$ cat config.mk
export PLATFORM = sky130hd
export DESIGN_NAME = i2c_master_wr
export DESIGN_NICKNAME = d
export VERILOG_FILES = /design/src/rtl/i2c_master_wr.sv
export SDC_FILE = /design/constraint.sdc
export NUM_CORES = 1
export LEC_CHECK = 0
export ABC_AREA = 0
export BUFFER_PORTS_ARGS = -buffer_cell sky130_fd_sc_hd__clkbuf_2
export CORE_ASPECT_RATIO = 0.7
export CORE_UTILIZATION = 45
export CTS_CLUSTER_DIAMETER = 40
export DETAILED_ROUTE_END_ITERATION = 8
export PLACE_DENSITY = 0.65
export SLEW_MARGIN = 5
export SYNTH_ARGS = -nofsm -noshare
export SYNTH_HDL_FRONTEND = slang
export SYNTH_SLANG_ARGS = --single-unit
$ cat constraint.sdc
create_clock -name ref_clk -period 2.85 [get_ports ref_clk]
set_input_delay 0.57 -clock ref_clk [delete_from_list [all_inputs] [get_ports ref_clk]]
set_output_delay 0.57 -clock ref_clk [all_outputs]
set_load 0.02 [all_outputs]
$ cat src/rtl/i2c_master_wr.sv
// Single-register I2C write master: START, {dev_addr,W}, reg_addr, wr_data, STOP.
// Every edge of the divided i2c_clk is one quarter-bit tick; SCL/SDA are open-drain enables.
module i2c_master_wr #(
  parameter bit STOP_ON_NACK = 1'b1
) (
  input  logic       ref_clk,
  input  logic       rst,
  input  logic       i2c_clk,
  input  logic       start,
  input  logic [6:0] dev_addr,
  input  logic [7:0] reg_addr,
  input  logic [7:0] wr_data,
  input  logic       sda_in,
  output logic       scl_oe,
  output logic       sda_oe,
  output logic       busy,
  output logic       done,
  output logic       ack_err
);

  typedef enum logic [2:0] {
    S_IDLE,
    S_START,
    S_SEND,
    S_ACK,
    S_STOP,
    S_DONE
  } state_t;

  state_t     state, state_d;
  logic [1:0] phase, phase_d;
  logic [2:0] bit_idx, bit_idx_d;
  logic [1:0] byte_idx, byte_idx_d;

  logic [6:0] dev_q;
  logic [7:0] reg_q;
  logic [7:0] data_q;
  logic [7:0] cur_byte;
  logic       cur_bit;

  logic i2c_clk_q;
  logic tick;
  logic scl_oe_d, sda_oe_d, busy_d, done_d, ack_err_d;

  always_ff @(posedge ref_clk) begin
    i2c_clk_q <= i2c_clk;
  end

  assign tick = i2c_clk ^ i2c_clk_q;

  // NOTE: the request fields are plain data captured on accept; nothing reads them
  // before the first accept, so they carry no reset and stay a simple enabled register.
  always_ff @(posedge ref_clk) begin
    if (state == S_IDLE && start) begin
      dev_q  <= dev_addr;
      reg_q  <= reg_addr;
      data_q <= wr_data;
    end
  end

  always_comb begin
    case (byte_idx)
      2'd0:    cur_byte = {dev_q, 1'b0};
      2'd1:    cur_byte = reg_q;
      default: cur_byte = data_q;
    endcase
  end

  assign cur_bit = cur_byte[bit_idx];

  // State register; the outputs are registered alongside it.
  // NOTE: every flop here uses <= so all of them sample the pre-edge values of the
  // others; a blocking = would let later statements see half-updated state.
  always_ff @(posedge ref_clk) begin
    if (rst) begin
      state    <= S_IDLE;
      phase    <= 2'd0;
      bit_idx  <= 3'd0;
      byte_idx <= 2'd0;
      scl_oe   <= 1'b0;
      sda_oe   <= 1'b0;
      busy     <= 1'b0;
      done     <= 1'b0;
      ack_err  <= 1'b0;
    end else begin
      state    <= state_d;
      phase    <= phase_d;
      bit_idx  <= bit_idx_d;
      byte_idx <= byte_idx_d;
      scl_oe   <= scl_oe_d;
      sda_oe   <= sda_oe_d;
      busy     <= busy_d;
      done     <= done_d;
      ack_err  <= ack_err_d;
    end
  end

  // Next-state logic. Only IDLE accept and DONE move without a tick.
  // NOTE: each variable gets its hold value before the case, so no path leaves it
  // unassigned and no latch is inferred.
  always_comb begin
    state_d    = state;
    phase_d    = phase;
    bit_idx_d  = bit_idx;
    byte_idx_d = byte_idx;
    case (state)
      S_IDLE: begin
        if (start) begin
          state_d = S_START;
          phase_d = 2'd0;
        end
      end
      S_START: begin
        if (tick) begin
          if (phase == 2'd0) begin
            phase_d = 2'd1;
          end else begin
            state_d    = S_SEND;
            phase_d    = 2'd0;
            byte_idx_d = 2'd0;
            bit_idx_d  = 3'd7;
          end
        end
      end
      S_SEND: begin
        if (tick) begin
          phase_d = phase + 2'd1;
          if (phase == 2'd3) begin
            phase_d = 2'd0;
            if (bit_idx == 3'd0) state_d = S_ACK;
            else                 bit_idx_d = bit_idx - 3'd1;
          end
        end
      end
      S_ACK: begin
        if (tick) begin
          phase_d = phase + 2'd1;
          if (phase == 2'd3) begin
            phase_d = 2'd0;
            // ack_err is sticky, but with abort enabled the first NACK already ends the frame
            if (ack_err && STOP_ON_NACK) begin
              state_d = S_STOP;
            end else if (byte_idx < 2'd2) begin
              byte_idx_d = byte_idx + 2'd1;
              bit_idx_d  = 3'd7;
              state_d    = S_SEND;
            end else begin
              state_d = S_STOP;
            end
          end
        end
      end
      S_STOP: begin
        if (tick) begin
          phase_d = phase + 2'd1;
          if (phase == 2'd3) begin
            phase_d = 2'd0;
            state_d = S_DONE;
          end
        end
      end
      S_DONE:  state_d = S_IDLE;
      default: state_d = S_IDLE;
    endcase
  end

  // Output logic: next values for the registered line enables and status flags.
  always_comb begin
    scl_oe_d  = scl_oe;
    sda_oe_d  = sda_oe;
    busy_d    = busy;
    done_d    = 1'b0;
    ack_err_d = ack_err;
    case (state)
      S_IDLE: begin
        if (start) begin
          busy_d    = 1'b1;
          ack_err_d = 1'b0;
        end
      end
      S_START: begin
        if (tick) begin
          if (phase == 2'd0) sda_oe_d = 1'b1;
          else               scl_oe_d = 1'b1;
        end
      end
      S_SEND, S_ACK: begin
        if (tick) begin
          case (phase)
            2'd0:    sda_oe_d = (state == S_SEND) ? ~cur_bit : 1'b0;
            2'd1:    scl_oe_d = 1'b0;
            2'd2:    if (state == S_ACK && sda_in) ack_err_d = 1'b1;
            default: scl_oe_d = 1'b1;
          endcase
        end
      end
      S_STOP: begin
        if (tick) begin
          case (phase)
            2'd0:    sda_oe_d = 1'b1;
            2'd1:    scl_oe_d = 1'b0;
            2'd2:    sda_oe_d = 1'b0;
            default: begin end
          endcase
        end
      end
      S_DONE: begin
        done_d = 1'b1;
        busy_d = 1'b0;
      end
      default: begin end
    endcase
  end

endmodule
==> impl_metrics.toml, run 1 <==
[logic_synthesis]
ys_async_sr_fraction_pct = 0
synth_nets = 222
avgSynthCellArea_um2 = 10.42
synth.distinct_cells = 48
synth_top_area_share_pct = 35.64
yosysTopAreaCell = "edfxtp_1"
synthCells = 186
syn_area_mm2 = 0.001938
yosysSeqAreaShare_pct = 52.16
synth_seq_cells = 39
synthTopCellsByArea = "edfxtp_1, dfxtp_1, ha_1"
synthFlopType = "edfxtp_1"
ys.warnings.count = 0
synth_edf_count = 23

[clock_network]
cts_htree_levels = 2
cts.clk_slew.worst_paths_ns = 0.08
post-cts-setup-buffer-count = 0
clk_latency_ns = 0.29
clock-sinks = 39
cts_hold_buf = 0
clk_path_buf_depth = 2
numCtsBuffers = 5
tritoncts = "built"
cts_root_buf = "clkbuf_8"
post_cts_resized = 0

[pwr]
p_comb_share_pct = 23.0
peakVddDrop_mv = 0.4003
seqPwrFrac_pct = 50.9
netSwitchingFraction_pct = 31.03
clkPwrFrac_pct = 26.1
p_int_mw = 1.018
power_switching_mw = 0.4579
total_leakage_power_nw = 0.8296
powerDensity_mw_per_mm2 = 660.3

[sta]
slew_headroom_pct = 54.64
grt_setup_unrepaired = "false"
setup-tns-final_ns = 0
slew_violations = 0
period_share_pct = 72.42
setup_violations = 0
max_freq_ghz = 0.4845
hold_slack_ns = 0.4489
finalCriticalPeriod_ns = 2.064
clock_skew_ns = 0.004006
worst_pin_slew_ns = 0.6795
finalHoldViolCount = 0

[run_status]
status = "complete, no violations"

[global_route]
grt_max_degree = 24
antenna_found_initial = 0
gr-total-overflow = 0
grt-busiest-layer = "met1"
met3_usage_pct = 6.504
grt_usage_pct = 21.03
grt_pass1_wl_um = 7182
grtUsageMet1_pct = 31.20
grt_pass1_vias = 1524
globalRouteMet2Util_pct = 28.57

[route]
dr.pass1.iters = 4
wl_per_cell_um = 15.83
num_vias = 1571
routed_via_density = 5.797
drt_iter0_markers = 145
routed_wl_um = 4291
route.detailed.drc = 0
antenna_left = 0

[layout]
area_growth_pct = 15.30
fin_util_pct = 55.62
drive_above_1_share_pct = 22.37
layout_common_cells = "clkbuf_2, edfxtp_1, nor2_1, dfxtp_1, nand2_1"
layout.nets = 254
final_area_mm2 = 0.002235
antenna_cells = 0
fillers = 334
mostFrequentLayoutCell = "clkbuf_2"

[placement]
dpl.hpwl_um = 3109
placed_area_mm2 = 0.002141
place.gp.congestion = 0.8943
io_buffer_count = 32

[critical_path]
cp_max_fo = 20
crit_slowest_cell = "dfxtp_1"
cp.required_ns = 3.06
critPathLaunchType = "register"
rrSetupSlack_ns = 0.79
rr_startpoint = "state[2]"
cp_cell_sequence = "nor3b_1 > nor2_1 > o311a_1 > nor3_1"
reg2reg_to = "phase[0]"
arrival_ns = 2.27
end_kind = "register"
reg2reg_depth = 4
critPathMaxStageDelay_ns = 0.76
setup.worst_path.start = "state[2]"
crit_type = "reg2reg"
path_delay_family = "simple AND/OR/NAND/NOR gates"
path_buf_inv = 0

[floorplan]
rows = 19
ioPinCount = 33
core_area_mm2 = 0.004018
dieArea_mm2 = 0.004577
die_w_um = 80.44
fp.dieH_um = 56.91
initial_utilization_pct = 48.24

[worst_hold_path]
hold_end = "data_q[0]"
hold_class = "in2reg"
hold_depth = 1
holdCritStartpoint = "wr_data[0]"

[flow_run]
maxCapViolations = 0
-- layout make-up --
type / instances / area (µm²) / area share (%)
Inverter: 10 / 37.54 / 1.680
Tap cell: 52 / 65.06 / 2.912
Timing Repair Buffer: 34 / 175.2 / 7.839
Multi-Input combinational cell: 128 / 852.1 / 38.13
Clock inverter: 2 / 11.26 / 0.5039
Sequential cell: 39 / 1011 / 45.24
Clock buffer: 6 / 82.58 / 3.695
-- sequential cells by signal, summed over array words and instances (netlist names) --
register / flops
sda_oe: 1
data_q: 8
bit_idx: 3
reg_q: 8
state: 3
i2c_clk_q: 1
dev_q: 7
byte_idx: 2
done: 1
ack_err: 1
busy: 1
scl_oe: 1
phase: 2
-- layer usage --
metal	routed length, µm	part of all wire (%)
met2	1785	42
met1	2088	49
met3	360	8.4
met4	57	1.3
met5	0	0
-- synth_stat cells (all sizes together) (2+ instances only) --
cell type,instances
edfxtp,23
nor2,17
dfxtp,16
nand2,15
a21oi,11
inv,10
o21ai,9
ha,8
nand2b,7
nor3,7
buf,6
a221oi,5
a31oi,4
a211o,3
a211oi,3
clkbuf,3
or3,3
a2111oi,2
a21boi,2
a22o,2
a22oi,2
and2,2
nand3,2
nand4,2
nor3b,2
-- kinds of logic after synthesis --
group	synth area share, %
buf+inv	4.002
simple gates	16.40
compound gates	19.88
xor+xnor	1.291
mux	1.097
fa+ha+maj	5.165
flops	52.16
-- worst max path at each step --
stage                             to  slack, ns  cells after the start
after floorplan            data_q[0]       0.65                      4
after global placement    bit_idx[0]       0.80                      6
after detailed placement  bit_idx[0]       0.75                      6
after CTS                   phase[0]       0.83                      4
after global routing        phase[0]       0.57                      5
final                       phase[0]       0.79                      4
-- through the flow --
| stage | setup WS (ns) | total power, mW | cells |
|---|---|---|---|
| after CTS | 0.8270 | 1.483 | 271 |
| after detailed placement | 0.7471 | 1.100 | 263 |
| after floorplan | 0.6474 | 0.9908 | 186 |
| after global routing | 0.5726 | 1.563 | 271 |
| after global placement | 0.8015 | 1.088 | 263 |
| final | 0.7861 | 1.476 | 271 |
-- power groups by stage --
stage          Combinational [mW]  Clock (mW)  Sequential, mW
2_1_floorplan               0.253           0           0.738
3_3_place_gp                0.324           0           0.763
3_5_place_dp                0.339           0           0.761
4_1_cts                     0.341       0.393           0.749
5_1_grt                     0.382       0.420           0.761
6_report                    0.340       0.385           0.751
(Power assumes the default switching activity.)
==> run 2: changes to the inputs <==
Clock period 2.85 ns to 2.1 ns, I/O delays scaled along.
==> run 2 against run 1 <==
  * First-iteration DRC count increased by 5.5%
  * Critical endpoint is now byte_idx[0]
  * Largest power group unchanged
  * Die area unchanged
  * Clock power increased by 59%
  * Highest routed layer unchanged
==> impl_metrics.toml, run 2 (synthesis gave the netlist of run 1 again) <==
[floorplan]
core_area_mm2 = 0.004018
die_w_um = 80.44
initial_utilization_pct = 48.24
ioPinCount = 33
dieArea_mm2 = 0.004577
rows = 19
fp.dieH_um = 56.91

[clock_network]
post_cts_resized = 0
cts_hold_buf = 0
cts_htree_levels = 2
post-cts-setup-buffer-count = 0
numCtsBuffers = 5
tritoncts = "built"
clk_latency_ns = 0.29
cts_root_buf = "clkbuf_8"
clk_path_buf_depth = 2
clock-sinks = 39
cts.clk_slew.worst_paths_ns = 0.08

[sta]
period_share_pct = 90.17
finalHoldViolCount = 0
max_freq_ghz = 0.5281
slew_violations = 0
setup-tns-final_ns = 0
setup_violations = 0
slew_headroom_pct = 62.08
finalCriticalPeriod_ns = 1.894
hold_slack_ns = 0.3014
worst_pin_slew_ns = 0.5676
clock_skew_ns = 0.003589
grt_setup_unrepaired = "false"

[critical_path]
end_kind = "register"
crit_type = "reg2reg"
rrSetupSlack_ns = 0.21
critPathLaunchType = "register"
cp_max_fo = 7
arrival_ns = 2.11
cp.required_ns = 2.31

[pwr]
peakVddDrop_mv = 0.5874
powerDensity_mw_per_mm2 = 929.7
total_leakage_power_nw = 0.8558
totalPowerFinal_mw = 2.128

[route]
drt_iter0_markers = 153
routed_via_density = 5.722
dr.pass1.iters = 4
wl_per_cell_um = 16.48
antenna_left = 0
routed_wl_um = 4499
num_vias = 1562
route.detailed.drc = 0

[layout]
drive_above_1_share_pct = 24.89
mostFrequentLayoutCell = "clkbuf_2"
antenna_cells = 0
layout.nets = 256
area_growth_pct = 18.08
layout_common_cells = "clkbuf_2, edfxtp_1, nor2_1, nand2_1, dfxtp_1"
final_area_mm2 = 0.002288
fin_util_pct = 56.96
reg.largest.list = "data_q x8, reg_q x8, dev_q x7"

[run_status]
status = "complete, no violations"

[placement]
placed_area_mm2 = 0.002168
place.gp.congestion = 0.9194
io_buffer_count = 32
dpl.hpwl_um = 3317

[flow_run]
maxCapViolations = 0

[global_route]
grt_pass1_vias = 1484
grt_usage_pct = 22.16
grt_max_degree = 24
gr-total-overflow = 0
grt_pass1_wl_um = 7320
antenna_found_initial = 0

[worst_hold_path]
hold_class = "in2reg"
==> run 2: critical path: stages, from the launching register on <==
cell     delay, ns
dfxtp_1       0.41
inv_1         0.09
ha_1          0.28
nor2_1        0.12
a31oi_1       0.05
or3_1         0.36
or3_1         0.37
a21oi_1       0.14
==> run 2: power breakdown <==
group | internal [mW] | total, mW | switching [mW] | leakage, nW
registers | 0.930 | 1.02 | 0.0945 | 0.352
logic | 0.205 | 0.492 | 0.287 | 0.445
clock network | 0.353 | 0.611 | 0.257 | 0.0581
total | 1.49 | 2.13 | 0.639 | 0.856
==> run 2: final cells by class <==
type | instances | area, µm²
clock inverter | 3 | 43.79
inverter | 10 | 37.54
clock buffer | 5 | 68.82
sequential | 39 | 1012
fill | 356 | 1729
timing repair buffer | 36 | 202.7
multi-input combinational | 128 | 858.3
tap | 52 | 65.06
==> run 2: path summary, 6_finish.rpt <==
path	start	endpoint	depth (start not counted)
setup / recovery	phase[0]	byte_idx[0]	7
hold / removal	dev_addr[5]	dev_q[5]	1
setup reg to reg	phase[0]	byte_idx[0]	7
hold reg to reg	scl_oe	scl_oe	2
==> run 2: layer usage <==
| layer | wire length, µm | track usage [%] | vias to the layer above |
|---|---|---|---|
| met5 | 0 | 0 | - |
| met4 | 40 | 7.143 | 0 |
| met3 | 447 | 7.805 | 5 |
| met2 | 1920 | 29.30 | 70 |
| met1 | 2091 | 33.40 | 728 |
| li1 | - | - | 759 |
==> run 2: metrics by stage <==
step	std cells	worst slack, ns
finish	273	0.2064
global route	273	0.01702
CTS	273	0.09799
detailed placement	265	0.1267
global placement	265	0.2565
floorplan	186	0.2705
